<file path="src/rtl/oqpsk_chip_tx.sv">
// O-QPSK transmit spreader: maps 4-bit symbols to 32-chip PN sequences and
// issues one chip every P cycles, even chips on I and odd chips on Q.
module oqpsk_chip_tx (
  input  logic       i_clk,
  input  logic       i_rst,
  input  logic [5:0] i_nb_P,
  input  logic [3:0] i_sym,
  input  logic       i_sym_valid,
  output logic       o_sym_ready,
  output logic       o_chip_i,
  output logic       o_chip_q,
  output logic       o_chip_stb,
  output logic [4:0] o_chip_idx,
  output logic       o_active
);

  // Symbol 0 with chip c0 in the MSB.
  localparam logic [31:0] SYM0 = 32'hD9C3_522E;

  typedef enum logic {IDLE, SEND} state_t;

  state_t      state_q, state_d;
  logic [5:0]  cnt_q, cnt_d;
  logic [5:0]  per_q, per_d;
  logic [4:0]  idx_q, idx_d;
  logic [31:0] seq_q, seq_d;
  logic        tick_d;
  logic        accept;
  logic        chip_i_q, chip_q_q, stb_q;
  logic [4:0]  chip_idx_q;

  function automatic logic [31:0] chip_seq(input logic [3:0] sym);
    logic [63:0] dbl;
    logic [31:0] rot;
    dbl = {SYM0, SYM0} >> {sym[2:0], 2'b00};
    rot = dbl[31:0];
    // Upper eight symbols invert the odd chips (c1, c3, ...).
    chip_seq = sym[3] ? (rot ^ 32'h5555_5555) : rot;
  endfunction

  assign o_sym_ready = (state_q == IDLE) || ((idx_q == 5'd31) && (cnt_q == per_q - 6'd1));
  assign accept      = i_sym_valid && o_sym_ready;

  always_comb begin
    state_d = state_q;
    cnt_d   = cnt_q;
    per_d   = per_q;
    idx_d   = idx_q;
    seq_d   = seq_q;
    tick_d  = 1'b0;
    case (state_q)
      IDLE: begin
        if (accept) begin
          seq_d   = chip_seq(i_sym);
          per_d   = (i_nb_P < 6'd2) ? 6'd2 : i_nb_P;
          cnt_d   = 6'd0;
          idx_d   = 5'd0;
          state_d = SEND;
          tick_d  = 1'b1;
        end
      end
      SEND: begin
        if (cnt_q == per_q - 6'd1) begin
          cnt_d = 6'd0;
          if (idx_q == 5'd31) begin
            idx_d = 5'd0;
            if (accept) begin
              seq_d  = chip_seq(i_sym);
              tick_d = 1'b1;
            end else begin
              state_d = IDLE;
            end
          end else begin
            idx_d  = idx_q + 5'd1;
            tick_d = 1'b1;
          end
        end else begin
          cnt_d = cnt_q + 6'd1;
        end
      end
      default: state_d = IDLE;
    endcase
  end

  always_ff @(posedge i_clk) begin
    if (i_rst) begin
      state_q <= IDLE;
      cnt_q   <= 6'd0;
      per_q   <= 6'd2;
      idx_q   <= 5'd0;
      seq_q   <= 32'd0;
    end else begin
      state_q <= state_d;
      cnt_q   <= cnt_d;
      per_q   <= per_d;
      idx_q   <= idx_d;
      seq_q   <= seq_d;
    end
  end

  // Outputs are loaded on the edge entering a counter==0 cycle so the chip
  // lands exactly on its tick cycle.
  always_ff @(posedge i_clk) begin
    if (i_rst) begin
      chip_i_q   <= 1'b0;
      chip_q_q   <= 1'b0;
      stb_q      <= 1'b0;
      chip_idx_q <= 5'd0;
    end else begin
      stb_q <= tick_d;
      if (tick_d) begin
        chip_idx_q <= idx_d;
        if (idx_d[0]) chip_q_q <= seq_d[~idx_d];
        else          chip_i_q <= seq_d[~idx_d];
      end
    end
  end

  assign o_chip_i   = chip_i_q;
  assign o_chip_q   = chip_q_q;
  assign o_chip_stb = stb_q;
  assign o_chip_idx = chip_idx_q;
  assign o_active   = (state_q == SEND);

endmodule
</file>
<file path="config.mk">
export PLATFORM = sky130hd
export DESIGN_NAME = oqpsk_chip_tx
export DESIGN_NICKNAME = d
export VERILOG_FILES = /design/src/rtl/oqpsk_chip_tx.sv
export SDC_FILE = /design/constraint.sdc
export NUM_CORES = 1
export LEC_CHECK = 0
export BUFFER_PORTS_ARGS = -buffer_cell sky130_fd_sc_hd__buf_2
export CORE_MARGIN = 3
export CORE_UTILIZATION = 30
export CTS_BUF_LIST = sky130_fd_sc_hd__clkbuf_8
export DETAILED_ROUTE_END_ITERATION = 8
export GPL_ROUTABILITY_DRIVEN = 0
export PLACE_DENSITY_LB_ADDON = 0.1
export SYNTH_ARGS = -nofsm -noshare
export SYNTH_HDL_FRONTEND = slang
export SYNTH_SLANG_ARGS = --single-unit
</file>
<file path="constraint.sdc">
create_clock -name i_clk -period 4 [get_ports i_clk]
set_clock_uncertainty 0.1 [all_clocks]
set_input_delay 0.8 -clock i_clk [delete_from_list [all_inputs] [get_ports i_clk]]
set_output_delay 0.8 -clock i_clk [all_outputs]
set_load 0.02 [all_outputs]
</file>
Word level (Yosys, flattened, before mapping):

Cells that the tools add are included.

* logic and storage cells: 49
* input port bits: 13
* register bits: 58
* output and inout bits: 10

* multiplexer cells: 21
* order comparisons: 2
* shifts and indexed selects: 1
* bitwise gates (word level): 4
* reduce and logical (&&, ||, !) cells: 6
* add/subtract/negate cells: 3
* equality and inequality tests: 3

Operators by type and width (number)
* $mux 32: 3
* $pmux 32 s2: 1
* $shr 64x5->32 const A: 1
* $mux 31: 1
* $mux 6: 3
* $not 16->16: 1
* $mux 5: 3
* $pmux 6 s2: 1
* $pmux 5 s2: 1
* $add 6x1->6 const B: 1
* $eq 6x6->1: 1
* $lt 5x6->1 const B: 1
* $lt 6x2->1 const B: 1
* $reduce_and 2->1: 3
* $sub 6x1->6 const B: 1
* $add 5x1->5 const B: 1
* $bmux 1 s5: 1
* $eq 5x5->1 const B: 1
* $mux 1: 5
* $not 5->5: 1
* $pmux 1 s2: 2
* $logic_and 1x1->1: 2
* $ne 2x2->1 const B: 1
* $not 1->1: 2
* $logic_or 1x1->1: 1

Logic depth before layout (Yosys ltp):

Gate-level depths: netlist of the first run.

* depth after elaboration: 11
* gate-level depth with buffers: 13
* mapped depth without buffers: 12

Least setup slack after synthesis of the first run:

OpenSTA, ideal clock, no wires.

* path kind: reg-to-reg
* start: reg per_q[0]
* end: reg chip_q_q, in the netlist o_chip_q
* stages on the path, launching flop included: 14
* path slack: 0.975 ns
* path buffers: 1
* data required time: 3.785 ns
* clock period less this slack: 3.025 ns
* data arrival time: 2.809 ns
* setup time: 0.115 ns
* cell sequence: dfxtp_1 -> inv_1 -> ha_1 -> xnor2_1 -> nor2_1 -> nand4_2 -> o31ai_2 -> buf_2 -> mux2i_1 -> mux2i_1 -> mux2i_1 -> mux2i_1 -> o31a_1 -> a31o_1

* longest elaborated chain between the ends: 11
* elaborated cells on any way between the ends: 20

Ends and longest elaborated chain
* from (decl): line 24 `logic [5:0] per_q, per_d;`
* from (signal assigned): line 95 `per_q <= per_d;`
* $sub 6x1->6 *: line 41, 63
* $eq 6x6->1 *: line 41, 63
* $logic_and 1x1->1: line 41 `assign o_sym_ready = (state_q == IDLE) || ((idx_q == 5'd31) && (cnt_q == per_q - 6'd1));`
* $logic_or 1x1->1: line 41
* $logic_and 1x1->1: line 42 `assign accept = i_sym_valid && o_sym_ready;`
* $mux 32: line 53, 67
* $mux 32: line 65 `if (idx_q == 5'd31) begin`
* $mux 32: line 63 `if (cnt_q == per_q - 6'd1) begin`
* $pmux 32 s2: line 51 `case (state_q)`
* $bmux 1 s5: line 113 `if (idx_d[0]) chip_q_q <= seq_d[~idx_d];`
* $mux 1 (not written as such): line 113
* to (signal assigned): line 113
* to (decl): line 29 `logic chip_i_q, chip_q_q, stb_q;`

Mark *: on every way between the ends. The rest lies on a longest branch, timed or not. The select of a mux whose other input is x is not followed.
A chain may end at the register's enable or synchronous reset.

Final worst setup path of the first run:

* start: reg per_q[0]
* end: reg chip_i_q, in the netlist o_chip_i

* longest elaborated chain between the ends: 11
* elaborated cells on any way between the ends: 21

Ends and longest elaborated chain
* $sub 6x1->6 *: line 41, 63
* $eq 6x6->1 *: line 41, 63
* $logic_and 1x1->1: line 41
* $logic_or 1x1->1: line 41
* $logic_and 1x1->1: line 42
* $mux 32: line 53, 67
* $mux 32: line 65
* $mux 32: line 63
* $pmux 32 s2: line 51
* $bmux 1 s5: line 114 `else chip_i_q <= seq_d[~idx_d];`
* $mux 1 (not written as such): line 114
* to (signal assigned): line 114
* to (decl): line 29

Marks and branches as above.

==> results of run 1 <==
==> cell families (layout without fill, tap and decap cells) <==
kind of cell,after synthesis,count (layout),share of synthesized area [%]
buffers and inverters,32,54,4.19
DFF,58,58,35.3
muxes,56,56,17.3
AOI/OAI and AO/OA,62,62,12.3
adders and majority gates,10,10,3.81
xor gates and xnor gates,26,26,6.93
and+or+nand+nor,138,138,20.2
==> worst register-to-register path: stages, from the launching register on <==
cell and delay (ns):
dfxtp_1 0.38, inv_1 0.06, ha_1 0.30, xnor2_1 0.12
nor2_1 0.13, nand4_2 0.26, or2_1 0.46, a311oi_4 0.33
buf_4 0.30, mux2_2 0.38, a22oi_1 0.19, a21oi_1 0.09
o21ai_1 0.17, a31o_1 0.15
==> metal layers <==
| metal | up-vias | part of all wire (%) | routed length [um] |
|---|---|---|---|
| met2 | 37 | 41 | 3390 |
| met3 | 13 | 3.4 | 280 |
| met4 | 0 | 1.6 | 131 |
| met1 | 1225 | 54 | 4430 |
| met5 | - | 0 | 0 |
| li1 | 1349 | - | - |
==> synthesized netlist by cell type (2+ instances only) <==
cell / n / area (um2)
buf_2: 2 / 10.0
nor2b_1: 7 / 43.8
and2_1: 6 / 37.5
nand4b_1: 2 / 17.5
or3_1: 3 / 18.8
a21oi_1: 25 / 125
nor4_1: 2 / 12.5
nor3_1: 3 / 15.0
o21ai_0: 11 / 55.1
mux2_2: 6 / 67.6
mux2i_1: 50 / 500
ha_1: 10 / 125
a21boi_0: 2 / 15.0
a31oi_1: 3 / 18.8
and3_1: 5 / 31.3
a31o_1: 2 / 17.5
inv_1: 8 / 30.0
dfxtp_1: 58 / 1160
nor2_1: 67 / 251
nand2b_1: 3 / 18.8
nand2_1: 22 / 82.6
o31a_1: 2 / 17.5
xnor2_1: 19 / 166
a22oi_1: 5 / 37.5
xor2_1: 7 / 61.3
nor3b_1: 6 / 45.0
nand3_1: 5 / 25.0
a211oi_1: 3 / 22.5
buf_4: 2 / 15.0
clkbuf_1: 17 / 63.8
==> registers in the layout, summed over array words and instances (netlist names) <==
register,cells
idx_q,5
o_chip_q,1
o_active,1
o_chip_i,1
o_chip_stb,1
per_q,6
o_chip_idx,5
cnt_q,6
seq_q,32
==> placed cells by master, fill, tap and decap left out, types with 5 or more instances in the layout <==
cell type / synthesis / layout
clkbuf_8: 0 / 10
a22oi_1: 5 / 5
a21oi_1: 25 / 25
ha_1: 10 / 10
mux2i_1: 50 / 50
nor2b_1: 7 / 7
nand3_1: 5 / 5
nor2_1: 67 / 67
dfxtp_1: 58 / 58
nand2_1: 22 / 22
and3_1: 5 / 5
xor2_1: 7 / 7
inv_1: 8 / 11
xnor2_1: 19 / 19
buf_2: 2 / 22
o21ai_0: 11 / 11
buf_4: 2 / 6
and2_1: 6 / 6
nor3b_1: 6 / 6
mux2_2: 6 / 6
==> final timing paths <==
| path | startpoint | cells after the start | to | slack [ns] |
|---|---|---|---|---|
| hold reg to reg | seq_q[23] | 2 | seq_q[23] | 0.39 |
| setup / recovery | per_q[0] | 13 | o_chip_i | 0.53 |
| setup reg to reg | per_q[0] | 13 | o_chip_i | 0.53 |
| hold / removal | seq_q[23] | 2 | seq_q[23] | 0.39 |
==> per-stage QoR <==
step	total power, mW	hold slack (ns)	instances	cell area [um2]
floorplan	0.839	0.349	382	3290
global placement	0.906	0.366	524	3540
detailed placement	0.906	0.376	524	3540
CTS	1.38	0.393	540	3700
global route	1.44	0.407	540	3700
finish	1.36	0.389	540	3700
==> power groups by stage <==
stage / logic [mW] / clock network [mW] / registers, mW
after floorplan: 0.196 / 0 / 0.643
after global placement: 0.264 / 0 / 0.643
after detailed placement: 0.263 / 0 / 0.643
after CTS: 0.264 / 0.485 / 0.630
after global routing: 0.292 / 0.509 / 0.634
final: 0.262 / 0.463 / 0.631
==> final cells by class <==
cell class	instances	area, um2
fillers	1074	6810
multi-input cells	292	2000
flip-flops and latches	58	1160
repair buffers	29	175
well taps	136	170
clock buffers	10	138
inverters	9	33.8
clock inverters	6	26.3
==> impl_metrics.py, run 1 <==
metrics = {
    "worst_hold_path": {
        "hold_path.class": "flop to flop",
    },
    "detailed_routing": {
        "ant_nets": 0,
        "drt_iter0_drc": 120,
        "first_pass_iters": 4,
        "drc": 0,
        "wl_per_cell_um": 15.3,
        "viasPerCell": 4.86,
        "dr_total_vias": 2624,
        "drt_wl_total_um": 8240,
    },
    "clocking": {
        "cts_inserted_buffers": 9,
        "clk_latency_ns": 0.34,
        "clock_sinks": 58,
        "cts_root_buf": "clkbuf_8",
        "htreeDepth": 3,
        "cts_resized": 0,
        "clock_path_buffers": 2,
        "hold_buffers": 0,
        "post_cts_buffers": 0,
        "clkTransAtPathRegs_ns": 0.07,
        "cts_tree": "yes",
    },
    "placed_design": {
        "post-place-ws_ns": 0.536,
        "dp_hpwl_um": 5760,
        "io_buffers": 22,
    },
    "logic_synthesis": {
        "synthArstFlopShare_pct": 0,
        "synth.distinct_cells": 49,
        "syn_nets": 405,
        "ys_seq_area_share_pct": 35.3,
        "synth-edff-count": 0,
        "netlist_area_mm2": 0.00329,
        "yosysWarnings": 0,
        "ys.flop_type": "dfxtp_1",
        "synth_seq_cells": 58,
        "synth_area_per_cell_um2": 8.60,
        "syn_inst": 382,
    },
    "sta": {
        "setup_slack_ns": 0.532,
        "finalSetupTns_ns": 0,
        "rsz0062_at_grt": "false",
        "finalHoldViolations": 0,
        "fmax_mhz": 288,
        "fin_crit_ns": 3.47,
        "worst_slew_pin_slew_ns": 0.773,
        "max_slew_margin_pct": 48.1,
        "finalMaxSlewViolations": 0,
        "setup-violations-final": 0,
        "period_share_pct": 86.7,
    },
    "layout": {
        "fin_nets": 422,
        "final_util_pct": 35.2,
        "drive_gt1_share_pct": 13.4,
        "synthToLayoutAreaGrowth_pct": 12.6,
        "insertedDiodeCount": 0,
    },
    "worst_setup_path": {
        "worstPathCellList": "inv_1 -> ha_1 -> xnor2_1 -> nor2_1 -> nand4_2 -> or2_1 -> a311oi_4 -> buf_4 -> mux2_2 -> a22oi_1 -> a21oi_1 -> o21ai_1 -> a31o_1",
        "crit_path_end_kind": "flop",
        "cpPeakStageDelay_ns": 0.45,
        "crit_arrival_ns": 3.65,
        "start_kind": "flop",
        "crit_required_ns": 4.18,
        "cp_top_family": "compound AO/OA/AOI/OAI gates",
        "critical_path_class": "flop to flop",
        "cp_max_fo": 16,
        "cpMaxStageDelayCell": "or2_1",
        "cp.buffers_inverters": 2,
    },
    "floorplanning": {
        "start_util_pct": 31.3,
        "rows": 37,
        "die_h_um": 111,
        "core_mm2": 0.0105,
        "die_area_mm2": 0.0122,
        "top_level_ports": 23,
        "die_x_um": 111,
    },
    "power": {
        "p_leak_nw": 1.58,
        "clockPowerShare_pct": 34.2,
        "intPower_mw": 0.950,
        "power_per_cell_area_mw_per_mm2": 367,
        "ir_worst_vdd_uv": 170,
        "netSwitchingPower_mw": 0.407,
        "switching_share_pct": 30.0,
        "seqPwrFrac_pct": 46.5,
        "pwr-share-comb_pct": 19.3,
    },
    "grt": {
        "grt_busiest_layer": "met1",
        "grt_max_degree": 41,
        "grtUsageMet1_pct": 20.4,
        "gr-usage-met2_pct": 19.6,
        "grtUsageMet3_pct": 3.66,
        "grt_pass1_vias": 2553,
        "antenna_found_initial": 0,
        "grt_overflow": 0,
        "grtUsageTotal_pct": 13.9,
        "grt_pass1_wl_um": 13700,
    },
    "job": {
        "drv_cap": 0,
    },
    "run_status": {
        "status": "finished, final reports clean",
    },
}
No activity file was read; power rests on OpenSTA's default activity.
==> inputs of run 2 (changes only) <==
--- a/config.mk
+++ b/config.mk
@@ -5,6 +5,7 @@
 export SDC_FILE = /design/constraint.sdc
 export NUM_CORES = 1
 export LEC_CHECK = 0
+export ABC_AREA = 1
 export BUFFER_PORTS_ARGS = -buffer_cell sky130_fd_sc_hd__buf_2
 export CORE_MARGIN = 3
 export CORE_UTILIZATION = 30
==> run 2 against run 1 <==
Effect of this change:
- clock power increased by 31%
- final cell count is 24% higher
- synthesized cell count up 34%
- first-iteration DRC count rose by 58%
- critical path type is now flop to output pin
- largest cell class unchanged
- largest power group unchanged
==> impl_metrics.py, run 2 <==
metrics = {
    "run_status": {
        "status": "finished, final reports clean",
    },
    "clocking": {
        "clock_sinks": 58,
        "cts_tree": "yes",
        "clk_latency_ns": 0.34,
        "htreeDepth": 3,
        "clock_path_buffers": 2,
        "cts_root_buf": "clkbuf_8",
        "cts_resized": 0,
        "cts_inserted_buffers": 9,
        "clkTransAtPathRegs_ns": 0.07,
        "hold_buffers": 0,
        "post_cts_buffers": 0,
    },
    "floorplanning": {
        "die_area_mm2": 0.0129,
        "die_x_um": 114,
        "rows": 38,
        "die_h_um": 114,
        "core_mm2": 0.0111,
        "start_util_pct": 31.3,
        "top_level_ports": 23,
    },
    "sta": {
        "worst_slew_pin_slew_ns": 0.554,
        "rsz0062_at_grt": "false",
        "setup_slack_ns": 0.875,
        "period_share_pct": 78.1,
        "setup-violations-final": 0,
        "finalHoldViolations": 0,
        "finalMaxSlewViolations": 0,
        "fin_crit_ns": 3.12,
        "fmax_mhz": 320,
        "finalSetupTns_ns": 0,
        "max_slew_margin_pct": 63.0,
    },
    "power": {
        "seqPwrFrac_pct": 40.7,
        "power_mw": 1.56,
        "p_leak_nw": 1.82,
        "intPower_mw": 1.08,
        "power_per_cell_area_mw_per_mm2": 407,
        "clockPowerShare_pct": 38.7,
        "switching_share_pct": 30.7,
        "pwr-share-comb_pct": 20.6,
        "netSwitchingPower_mw": 0.481,
        "ir_worst_vdd_uv": 180,
    },
    "detailed_routing": {
        "dr_total_vias": 3123,
        "drt_iter0_drc": 190,
        "drt_wl_total_um": 9220,
        "drc": 0,
        "wl_per_cell_um": 13.8,
        "ant_nets": 0,
        "first_pass_iters": 4,
        "viasPerCell": 4.67,
    },
    "worst_setup_path": {
        "r2r-start": "per_q[0]",
        "crit_path_end_kind": "output pin",
        "cpMaxStageDelayCell": "dfxtp_1",
        "reg2regPathDepth": 15,
        "start_kind": "flop",
        "crit_arrival_ns": 2.22,
        "cp_max_fo": 25,
        "worstReg2RegEnd": "o_chip_q",
        "worstPathCellList": "inv_1 -> ha_1 -> xnor2_1 -> nor2_2 -> nand3_4 -> nor2_8 -> nand2_4 -> nand2_4 -> buf_2",
        "cp_top_family": "simple AND/OR/NAND/NOR gates",
        "cpMostUsedCell": "nand2_4",
        "critical_path_class": "flop to output pin",
        "cp.buffers_inverters": 2,
        "cpPeakStageDelay_ns": 0.37,
        "crit_required_ns": 3.10,
        "rrSetupSlack_ns": 1.09,
    },
    "worst_hold_path": {
        "hold_path.class": "flop to flop",
        "whs_path_depth": 2,
        "min_from": "seq_q[29]",
        "whs_endpoint": "seq_q[29]",
    },
    "grt": {
        "grt_overflow": 0,
        "antenna_found_initial": 0,
        "gr-usage-met2_pct": 22.3,
        "grt_pass1_wl_um": 15400,
        "grtUsageMet3_pct": 3.13,
        "grt_max_degree": 47,
        "grtUsageMet1_pct": 21.8,
        "grt_pass1_vias": 2965,
        "grt_busiest_layer": "met2",
        "grtUsageTotal_pct": 15.1,
    },
    "layout": {
        "fin_nets": 547,
        "fillers": 1234,
        "layout_commonest_cell": "nand2_1",
        "regMostFlops": "seq_q",
        "synthToLayoutAreaGrowth_pct": 10.8,
        "insertedDiodeCount": 0,
        "top_regs": "seq_q: 32 flops, cnt_q: 6 flops, per_q: 6 flops",
        "final_cell_mix": "nand2_1 (135), nand3_1 (75), dfxtp_1 (58)",
        "drive_gt1_share_pct": 12.1,
        "largest_reg_flops": 32,
        "final_util_pct": 34.7,
    },
    "logic_synthesis": {
        "synth.top_cell.area_share_pct": 33.5,
        "yosysTopAreaCell": "dfxtp_1",
        "synth-edff-count": 0,
        "synth_seq_cells": 58,
        "synthMostInstantiatedCell": "nand2_1",
        "synth.distinct_cells": 38,
        "syn_inst": 511,
        "ys_seq_area_share_pct": 33.5,
        "synth_area_per_cell_um2": 6.79,
        "syn_nets": 534,
        "netlist_area_mm2": 0.00347,
        "synth.area.top_cells": "dfxtp_1 (33%), nand2_1 (15%), nand3_1 (11%)",
        "netlist_top_cells_count": "nand2_1 (135), nand3_1 (75), dfxtp_1 (58)",
        "ys.flop_type": "dfxtp_1",
        "synthArstFlopShare_pct": 0,
        "yosysWarnings": 0,
    },
    "placed_design": {
        "post-place-ws_ns": 0.740,
        "dp_hpwl_um": 6610,
        "io_buffers": 22,
    },
    "job": {
        "drv_cap": 0,
    },
}
run 2: changes by cell type in the layout (fill, tap and decap cells not counted), moves of 9 or more:
cell / previous run / this run
o21ai_0: 11 / 20
nand3_1: 5 / 75
xnor2_1: 19 / 2
nor2_1: 67 / 38
o21ai_1: 1 / 10
xor2_1: 7 / 19
mux2i_1: 50 / 0
nand2_1: 22 / 135
inv_1: 11 / 52
run 2: metal layers:
metal	wire length, um	up-vias
met4	151	0
met2	3950	52
met3	414	11
met1	4710	1386
li1	-	1674
met5	0	-
run 2: cells by family after synthesis:
group,after synthesis,synth area share [%]
flops,58,33.5
xor+xnor,21,5.30
compound gates,72,12.4
fa+ha+maj,10,3.61
buf+inv,84,10.8
simple gates,266,34.4
run 2: power by group through the flow:
stage | combinational [mW] | sequential, mW | clock [mW]
finish | 0.322 | 0.636 | 0.606
CTS | 0.327 | 0.636 | 0.620
floorplan | 0.249 | 0.652 | 0
global route | 0.371 | 0.641 | 0.648
detailed placement | 0.325 | 0.649 | 0
global placement | 0.330 | 0.649 | 0
run 2: per-stage QoR:
stage	cell area (um2)	hold WS, ns	std cells
finish	3840	0.375	669
global route	3840	0.391	669
CTS	3840	0.376	669
detailed placement	3630	0.366	653
global placement	3630	0.363	653
floorplan	3470	0.344	511
run 2: area by class of cell:
type / count / area (um2) / area share [%]
multi-input combinational: 369 / 1930 / 50.3
sequential: 58 / 1160 / 30.2
inverter: 63 / 239 / 6.22
tap: 140 / 175 / 4.56
clock buffer: 10 / 138 / 3.58
timing repair buffer: 23 / 118 / 3.06
clock inverter: 6 / 80.1 / 2.08
run 2: worst max-delay path by stage:
stage | cells past startpoint | endpoint | start
2_1_floorplan | 9 | o_sym_ready | per_q[0]
3_3_place_gp | 13 | o_chip_i | i_sym_valid
3_5_place_dp | 13 | o_chip_q | i_sym_valid
4_1_cts | 9 | o_sym_ready | per_q[0]
5_1_grt | 10 | o_sym_ready | per_q[0]
6_report | 9 | o_sym_ready | per_q[0]
run 2: worst min-delay path, delay by kind of cell (launching register included):
kind             cells  cell delay [ns]
AO/OA/AOI/OAI        1             0.06
flip-flops           1             0.30
AND/OR/NAND/NOR      1             0.07
